## src/rtl/mc_ctrl_fsm_pkg.sv

```systemverilog
// Shared encodings for the multi-cycle controller: opcodes, functs,
// datapath select codes, FSM state codes and instruction classes.
package mc_ctrl_fsm_pkg;

    localparam logic [5:0] OP_RTYPE = 6'b000000;
    localparam logic [5:0] OP_ADDIU = 6'b001001;
    localparam logic [5:0] OP_ORI   = 6'b001101;
    localparam logic [5:0] OP_LUI   = 6'b001111;
    localparam logic [5:0] OP_LW    = 6'b100011;
    localparam logic [5:0] OP_SW    = 6'b101011;
    localparam logic [5:0] OP_BEQ   = 6'b000100;
    localparam logic [5:0] OP_J     = 6'b000010;

    localparam logic [5:0] FUNCT_ADDU = 6'b100001;
    localparam logic [5:0] FUNCT_SUBU = 6'b100011;
    localparam logic [5:0] FUNCT_AND  = 6'b100100;
    localparam logic [5:0] FUNCT_OR   = 6'b100101;
    localparam logic [5:0] FUNCT_SLT  = 6'b101010;

    localparam logic [1:0] EXT_SIGN = 2'd0;
    localparam logic [1:0] EXT_ZERO = 2'd1;
    localparam logic [1:0] EXT_LUI  = 2'd2;

    localparam logic [3:0] ALU_NOP = 4'd0;
    localparam logic [3:0] ALU_ADD = 4'd1;
    localparam logic [3:0] ALU_SUB = 4'd2;
    localparam logic [3:0] ALU_AND = 4'd3;
    localparam logic [3:0] ALU_OR  = 4'd4;
    localparam logic [3:0] ALU_SLT = 4'd5;
    localparam logic [3:0] ALU_LUI = 4'd6;

    localparam logic [1:0] NPC_PLUS4  = 2'd0;
    localparam logic [1:0] NPC_BRANCH = 2'd1;
    localparam logic [1:0] NPC_JUMP   = 2'd2;

    localparam logic [1:0] GPRSel_RD = 2'd0;
    localparam logic [1:0] GPRSel_RT = 2'd1;

    localparam logic [1:0] WDSel_FromALU = 2'd0;
    localparam logic [1:0] WDSel_FromMEM = 2'd1;

    typedef enum logic [2:0] {
        S_IF  = 3'd0,
        S_ID  = 3'd1,
        S_EXE = 3'd2,
        S_MEM = 3'd3,
        S_WB  = 3'd4
    } state_e;

    typedef enum logic [2:0] {
        CLS_RTYPE   = 3'd0,
        CLS_IMM     = 3'd1,
        CLS_LOAD    = 3'd2,
        CLS_STORE   = 3'd3,
        CLS_BRANCH  = 3'd4,
        CLS_JUMP    = 3'd5,
        CLS_ILLEGAL = 3'd6
    } instr_class_e;

    // True for opcodes whose second ALU operand is the extended immediate
    function automatic logic uses_imm(input logic [5:0] op);
        return op inside {OP_ADDIU, OP_ORI, OP_LUI, OP_LW, OP_SW};
    endfunction

endpackage

```

## src/rtl/mc_ctrl_fsm_if.sv

```systemverilog
// Bundle between the controller and the datapath: IR fields and status
// flowing in, enables and mux selects flowing out.
interface mc_ctrl_fsm_if;

    logic [5:0] Op;
    logic [5:0] Funct;
    logic       Zero;
    logic       mem_rdy;

    logic       PCWr;
    logic       IRWr;
    logic       RFWr;
    logic       DMWr;
    logic       DMRd;
    logic [1:0] EXTOp;
    logic [3:0] ALUOp;
    logic       ALUSrc;
    logic [1:0] NPCOp;
    logic [1:0] GPRSel;
    logic [1:0] WDSel;
    logic       illegal;
    logic       mem_abort;

    modport master (
        input  Op, Funct, Zero, mem_rdy,
        output PCWr, IRWr, RFWr, DMWr, DMRd, EXTOp, ALUOp, ALUSrc,
               NPCOp, GPRSel, WDSel, illegal, mem_abort
    );

    modport slave (
        output Op, Funct, Zero, mem_rdy,
        input  PCWr, IRWr, RFWr, DMWr, DMRd, EXTOp, ALUOp, ALUSrc,
               NPCOp, GPRSel, WDSel, illegal, mem_abort
    );

endinterface

```

## src/rtl/mc_ctrl_decode.sv

```systemverilog
// Pure combinational instruction decoder: classifies Op/Funct and derives
// the selects that stay fixed for the life of one instruction.
module mc_ctrl_decode
    import mc_ctrl_fsm_pkg::*;
(
    input  logic [5:0]   op,
    input  logic [5:0]   funct,
    output instr_class_e cls,
    output logic [1:0]   ext_op,
    output logic [3:0]   alu_op,
    output logic         alu_src
);

    // Anything not recognised falls through as illegal with neutral selects
    always_comb begin
        cls     = CLS_ILLEGAL;
        ext_op  = EXT_SIGN;
        alu_op  = ALU_NOP;
        alu_src = uses_imm(op);
        case (op)
            OP_RTYPE: begin
                case (funct)
                    FUNCT_ADDU: begin cls = CLS_RTYPE; alu_op = ALU_ADD; end
                    FUNCT_SUBU: begin cls = CLS_RTYPE; alu_op = ALU_SUB; end
                    FUNCT_AND:  begin cls = CLS_RTYPE; alu_op = ALU_AND; end
                    FUNCT_OR:   begin cls = CLS_RTYPE; alu_op = ALU_OR;  end
                    FUNCT_SLT:  begin cls = CLS_RTYPE; alu_op = ALU_SLT; end
                    default:    ;
                endcase
            end
            OP_ADDIU: begin cls = CLS_IMM;    alu_op = ALU_ADD; end
            OP_ORI:   begin cls = CLS_IMM;    alu_op = ALU_OR;  ext_op = EXT_ZERO; end
            OP_LUI:   begin cls = CLS_IMM;    alu_op = ALU_LUI; ext_op = EXT_LUI;  end
            OP_LW:    begin cls = CLS_LOAD;   alu_op = ALU_ADD; end
            OP_SW:    begin cls = CLS_STORE;  alu_op = ALU_ADD; end
            OP_BEQ:   begin cls = CLS_BRANCH; alu_op = ALU_SUB; end
            OP_J:     begin cls = CLS_JUMP; end
            default:  ;
        endcase
    end

endmodule

```

## src/rtl/mc_ctrl_fsm.sv

```systemverilog
// Multi-cycle main controller: walks each instruction through
// IF/ID/EXE/MEM/WB and drives the datapath enables and selects.
module mc_ctrl_fsm
    import mc_ctrl_fsm_pkg::*;
#(
    parameter int MEM_WAIT_MAX = 16
)
(
    input logic           clk,
    input logic           rst,
    mc_ctrl_fsm_if.master bus
);

    localparam int CNT_W = (MEM_WAIT_MAX < 1) ? 1 : $clog2(MEM_WAIT_MAX + 1);
    localparam logic [CNT_W-1:0] WAIT_LIMIT = CNT_W'(MEM_WAIT_MAX);

    state_e           state_q, state_d;
    logic [CNT_W-1:0] wait_cnt_q, wait_cnt_d;

    instr_class_e cls;
    logic [1:0]   dec_ext;
    logic [3:0]   dec_alu;
    logic         dec_src;

    logic       pc_wr, ir_wr, rf_wr, dm_wr, dm_rd, illegal, mem_abort;
    logic [1:0] npc_op, gpr_sel, wd_sel, ext_op;
    logic [3:0] alu_op;
    logic       alu_src;

    mc_ctrl_decode u_decode (
        .op      (bus.Op),
        .funct   (bus.Funct),
        .cls     (cls),
        .ext_op  (dec_ext),
        .alu_op  (dec_alu),
        .alu_src (dec_src)
    );

    // State and MEM wait counter; reset drops any instruction in flight
    always_ff @(posedge clk or posedge rst) begin
        if (rst) begin
            state_q    <= S_IF;
            wait_cnt_q <= '0;
        end else begin
            state_q    <= state_d;
            wait_cnt_q <= wait_cnt_d;
        end
    end

    // Next state and all outputs; the abort cycle is the MEM cycle after
    // MEM_WAIT_MAX consecutive not-ready cycles, and a late ready still wins
    always_comb begin
        state_d    = state_q;
        wait_cnt_d = '0;
        pc_wr      = 1'b0;
        ir_wr      = 1'b0;
        rf_wr      = 1'b0;
        dm_wr      = 1'b0;
        dm_rd      = 1'b0;
        illegal    = 1'b0;
        mem_abort  = 1'b0;
        npc_op     = NPC_PLUS4;
        gpr_sel    = GPRSel_RD;
        wd_sel     = WDSel_FromALU;
        ext_op     = EXT_SIGN;
        alu_op     = ALU_NOP;
        alu_src    = 1'b0;

        if (state_q != S_IF) begin
            ext_op  = dec_ext;
            alu_op  = dec_alu;
            alu_src = dec_src;
        end

        case (state_q)
            S_IF: begin
                ir_wr   = 1'b1;
                pc_wr   = 1'b1;
                npc_op  = NPC_PLUS4;
                state_d = S_ID;
            end
            S_ID: begin
                case (cls)
                    CLS_JUMP: begin
                        pc_wr   = 1'b1;
                        npc_op  = NPC_JUMP;
                        state_d = S_IF;
                    end
                    CLS_ILLEGAL: begin
                        illegal = 1'b1;
                        state_d = S_IF;
                    end
                    default: state_d = S_EXE;
                endcase
            end
            S_EXE: begin
                case (cls)
                    CLS_LOAD, CLS_STORE: state_d = S_MEM;
                    CLS_RTYPE, CLS_IMM:  state_d = S_WB;
                    CLS_BRANCH: begin
                        pc_wr   = bus.Zero;
                        npc_op  = NPC_BRANCH;
                        state_d = S_IF;
                    end
                    default: state_d = S_IF;
                endcase
            end
            S_MEM: begin
                dm_rd = (cls == CLS_LOAD);
                dm_wr = (cls == CLS_STORE);
                if (bus.mem_rdy) begin
                    state_d = (cls == CLS_LOAD) ? S_WB : S_IF;
                end else if ((MEM_WAIT_MAX != 0) && (wait_cnt_q == WAIT_LIMIT)) begin
                    mem_abort = 1'b1;
                    dm_rd     = 1'b0;
                    dm_wr     = 1'b0;
                    state_d   = S_IF;
                end else begin
                    wait_cnt_d = wait_cnt_q + CNT_W'(1);
                end
            end
            S_WB: begin
                rf_wr   = 1'b1;
                gpr_sel = (cls == CLS_RTYPE) ? GPRSel_RD : GPRSel_RT;
                wd_sel  = (cls == CLS_LOAD) ? WDSel_FromMEM : WDSel_FromALU;
                state_d = S_IF;
            end
            default: state_d = S_IF;
        endcase

        if (rst) begin
            pc_wr     = 1'b0;
            ir_wr     = 1'b0;
            rf_wr     = 1'b0;
            dm_wr     = 1'b0;
            dm_rd     = 1'b0;
            illegal   = 1'b0;
            mem_abort = 1'b0;
            npc_op    = NPC_PLUS4;
            gpr_sel   = GPRSel_RD;
            wd_sel    = WDSel_FromALU;
            ext_op    = EXT_SIGN;
            alu_op    = ALU_NOP;
            alu_src   = 1'b0;
        end
    end

    assign bus.PCWr      = pc_wr;
    assign bus.IRWr      = ir_wr;
    assign bus.RFWr      = rf_wr;
    assign bus.DMWr      = dm_wr;
    assign bus.DMRd      = dm_rd;
    assign bus.EXTOp     = ext_op;
    assign bus.ALUOp     = alu_op;
    assign bus.ALUSrc    = alu_src;
    assign bus.NPCOp     = npc_op;
    assign bus.GPRSel    = gpr_sel;
    assign bus.WDSel     = wd_sel;
    assign bus.illegal   = illegal;
    assign bus.mem_abort = mem_abort;

endmodule
```

## src/flat_wrapper.sv

```systemverilog
// flat-port wrapper written by rule: the top's interface ports become plain ports
module mc_ctrl_fsm_flat import mc_ctrl_fsm_pkg::*;
#(
    parameter int MEM_WAIT_MAX = 16
)
  (clk, rst, bus_Op, bus_Funct, bus_Zero, bus_mem_rdy, bus_PCWr, bus_IRWr, bus_RFWr, bus_DMWr, bus_DMRd, bus_EXTOp, bus_ALUOp, bus_ALUSrc, bus_NPCOp, bus_GPRSel, bus_WDSel, bus_illegal, bus_mem_abort);
  mc_ctrl_fsm_if bus_i ();
  input logic clk;
  input logic rst;
  input wire logic [$bits(bus_i.Op)-1:0] bus_Op;
  input wire logic [$bits(bus_i.Funct)-1:0] bus_Funct;
  input wire logic [$bits(bus_i.Zero)-1:0] bus_Zero;
  input wire logic [$bits(bus_i.mem_rdy)-1:0] bus_mem_rdy;
  output wire logic [$bits(bus_i.PCWr)-1:0] bus_PCWr;
  output wire logic [$bits(bus_i.IRWr)-1:0] bus_IRWr;
  output wire logic [$bits(bus_i.RFWr)-1:0] bus_RFWr;
  output wire logic [$bits(bus_i.DMWr)-1:0] bus_DMWr;
  output wire logic [$bits(bus_i.DMRd)-1:0] bus_DMRd;
  output wire logic [$bits(bus_i.EXTOp)-1:0] bus_EXTOp;
  output wire logic [$bits(bus_i.ALUOp)-1:0] bus_ALUOp;
  output wire logic [$bits(bus_i.ALUSrc)-1:0] bus_ALUSrc;
  output wire logic [$bits(bus_i.NPCOp)-1:0] bus_NPCOp;
  output wire logic [$bits(bus_i.GPRSel)-1:0] bus_GPRSel;
  output wire logic [$bits(bus_i.WDSel)-1:0] bus_WDSel;
  output wire logic [$bits(bus_i.illegal)-1:0] bus_illegal;
  output wire logic [$bits(bus_i.mem_abort)-1:0] bus_mem_abort;
  assign bus_i.Op = bus_Op;
  assign bus_i.Funct = bus_Funct;
  assign bus_i.Zero = bus_Zero;
  assign bus_i.mem_rdy = bus_mem_rdy;
  assign bus_PCWr = bus_i.PCWr;
  assign bus_IRWr = bus_i.IRWr;
  assign bus_RFWr = bus_i.RFWr;
  assign bus_DMWr = bus_i.DMWr;
  assign bus_DMRd = bus_i.DMRd;
  assign bus_EXTOp = bus_i.EXTOp;
  assign bus_ALUOp = bus_i.ALUOp;
  assign bus_ALUSrc = bus_i.ALUSrc;
  assign bus_NPCOp = bus_i.NPCOp;
  assign bus_GPRSel = bus_i.GPRSel;
  assign bus_WDSel = bus_i.WDSel;
  assign bus_illegal = bus_i.illegal;
  assign bus_mem_abort = bus_i.mem_abort;
  mc_ctrl_fsm #(.MEM_WAIT_MAX(MEM_WAIT_MAX)) u_core (.clk(clk), .rst(rst), .bus(bus_i));
endmodule
```

## config.mk

```make
export PLATFORM = sky130hd
export DESIGN_NAME = mc_ctrl_fsm_flat
export DESIGN_NICKNAME = d
export VERILOG_FILES = /design/src/rtl/mc_ctrl_fsm_pkg.sv /design/src/rtl/mc_ctrl_fsm_if.sv /design/src/rtl/mc_ctrl_decode.sv /design/src/rtl/mc_ctrl_fsm.sv /design/src/flat_wrapper.sv
export SDC_FILE = /design/constraint.sdc
export NUM_CORES = 1
export LEC_CHECK = 0
export CAP_MARGIN = 20
export CORE_UTILIZATION = 32
export DETAILED_ROUTE_END_ITERATION = 12
export GPL_ROUTABILITY_DRIVEN = 0
export HOLD_SLACK_MARGIN = 0.1
export PLACE_DENSITY_LB_ADDON = 0.08
export SLEW_MARGIN = 20
export SYNTH_ARGS = -nofsm -noshare
export SYNTH_HDL_FRONTEND = slang
export SYNTH_SLANG_ARGS = --single-unit
```

## constraint.sdc

```tcl
create_clock -name clk -period 5.7 [get_ports clk]
set_input_delay 1.71 -clock clk [delete_from_list [all_inputs] [get_ports clk]]
set_output_delay 1.71 -clock clk [all_outputs]
set_load 0.005 [all_outputs]
```

==> out/metrics.csv <==
metric,value,unit
ys_ff_latch,8,
reg2reg_depth,5,
ys_types,44,
ant_nets,0,
use_met1,20.4,%
busiest_layer,met2,
outcome,finished clean,
rsz0062_at_grt,false,
crit_path_start_kind,input pin,
whs_path_depth,1,
rr_endpoint,u_core.wait_cnt_q[4],
clock_sink_count,8,
clock_latency,260,ps
grt_max_degree,14,
num_rows,19,
relSlewSlack,53.7,%
fmax,179,MHz
drc_errors,0,
grt_pass1_vias,847,
power_density,162,nW/µm²
syn_avg_cell_area,7.64,µm²
syn-instance-count,120,
die_w,55.5,µm
first_pass_iters,4,
maxSlewViolCount,0,
setup_tns,0,ps
cts_tree,done,
ir_drop,0.160,mV
r2r_start,u_core.wait_cnt_q[0],
core-area,2730,µm²
postCtsHoldBufs,0,
synth_edf_count,0,
hold_end,u_core.wait_cnt_q[0],
post_cts.repair.setup_buffers,0,
grt_use_total,15.3,%
gr-usage-met2,24.4,%
area_growth,40.7,%
cp_data_required_time,3990,ps
crit_type,input pin to output pin,
diodes,0,
routedWlPerCell,12.8,µm
postSynth.asyncResetShare,100,%
die_h,55.5,µm
min_period,5600,ps
grt_overflow,0,
io_buffers,32,
fin_crit_sh,98.3,%
setup_viol,0,
reg2reg_slack,4290,ps
ys_warn_count,0,
finalInstanceArea,1290,µm²
fin_worst_skew,10.0,ps
start_util,33.5,%
dpl_cell_area,1250,µm²
grtUsageMet3,5.15,%
path_clk_slew,50,ps
drt-total-wl,2380,µm
cts-root-to-sink-buffers,2,
syn_area,917,µm²
synth-main-ff-cell,dfrtp_1,
drv_cap,0,
htree_levels,1,
leakage,0.501,nW
crit_arrival,3890,ps
final_hold_viol_count,0,
grt_pass1_wl,3750,µm
fillers,295,
worst_pin_slew,688,ps
end_kind,output pin,
dp_hpwl,1870,µm
route.vias.total,997,
die_area,3080,µm²
via_per_inst,5.36,
synth_seq_area_share,21.8,%
hp-start,u_core.wait_cnt_q[0],
numCtsBuffers,3,
ios,36,
cts_root_buffer,clkbuf_4,
drtIter0Drc,16,
cp_max_fo,6,
nets,175,
antenna_found_initial,0,
hold_path_class,flop to flop,
drive_above_1_share,11.6,%
## synth_stat cells, drive strengths merged (2+ instances only)
library cell   n  area share [%]
xnor2          2             1.9
buf            6             5.5
nor2          15             6.1
xor2           2             1.9
o22ai          2             1.4
a211oi         4             3.8
inv            9             3.7
and2           2             1.5
clkbuf         3             3.5
a21oi          7             3.8
nand2          5             2.0
nor4           9             6.1
dfrtp          8              22
nand3          7             4.4
nor2b          4             3.5
nand4b         2             1.9
nor3           8             4.4
o21ai          3             1.6
nand2b         3             2.0
ha             2             2.7
## cells in the final DEF (no fill, tap or decap), drive strengths merged, types with 3 or more instances in the layout
cell type      netlist  final
dfrtp                8      8
a21oi                7      7
nor2                15     15
nand2b               3      3
clkdlybuf4s50        0     31
nor3                 8      8
inv                  9      9
o21ai                3      3
nand3                7      7
buf                  6      7
a211oi               4      4
clkbuf               3      3
nor4                 9      9
conb                 1      3
nor2b                4      4
nand2                5      5
## layout make-up
type	count	area, µm²	area share, %
multi-input combinational	96	619	48.0
timing repair buffer	39	375	29.1
sequential	8	200	15.5
tap	31	38.8	3.01
inverter	9	33.8	2.62
clock buffer	3	22.5	1.75
## how the worst max path moves through the flow
| stage | start | endpoint | slack, ps |
|---|---|---|---|
| after floorplan | bus_Op[4] | bus_illegal | 1270 |
| after global placement | bus_Op[3] | bus_illegal | 140 |
| after detailed placement | bus_Op[3] | bus_illegal | 90 |
| after CTS | bus_Op[3] | bus_illegal | 80 |
| after global routing | bus_Funct[0] | bus_illegal | 20 |
| final | bus_Funct[0] | bus_illegal | 100 |
## critical path, cell delays in order
cell and delay [ps]:
clkdlybuf4s50_1 510, nor3b_1 190, a211o_1 300, a311oi_2 290
a211oi_2 80, nor4_1 240, clkdlybuf4s50_1 570
## stage by stage
| stage | utilization (%) | hold slack, ps | total power, W | cells | setup slack (ps) |
|---|---|---|---|---|---|
| global placement | 45.9 | 481 | 0.000163 | 183 | 138 |
| global route | 47.2 | 517 | 0.000224 | 186 | 21.2 |
| floorplan | - | 455 | 0.000134 | 122 | 1270 |
| CTS | 46.7 | 497 | 0.000209 | 186 | 77.5 |
| detailed placement | 45.9 | 490 | 0.000163 | 183 | 91.6 |
| finish | 47.2 | 489 | 0.000209 | 186 | 97.8 |
## state kept, by name, summed over array words and instances (netlist names)
register,flops
u_core.wait_cnt_q,5
u_core.state_q,3
## timing repair
item,CTS,global route
hold endpoints to repair,0,0
gates resized for setup,0,3
setup endpoints to repair,0,4
## layer usage
layer / vias up / wire (µm)
li1: 501 / -
met1: 470 / 1160
met2: 22 / 1090
met3: 4 / 117
met4: 0 / 19
met5: - / 0
## kinds of logic after synthesis
group	after synthesis	share of synthesized area, %
flip-flops	8	21.8
XOR/XNOR	4	3.82
AND/OR/NAND/NOR	60	37.2
other	1	0.409
adder cells (fa/ha/maj)	2	2.73
buffers and inverters	18	12.7
AO/OA/AOI/OAI	26	20.2
multiplexers	1	1.09
## report_power, final
part	total, W	internal, W	switching [W]
clock network	0.0000453	0.0000242	0.0000210
logic	0.0000869	0.0000460	0.0000408
registers	0.0000772	0.0000617	0.0000155
total	0.000209	0.000132	0.0000773
No activity file was read; power rests on OpenSTA's default activity.
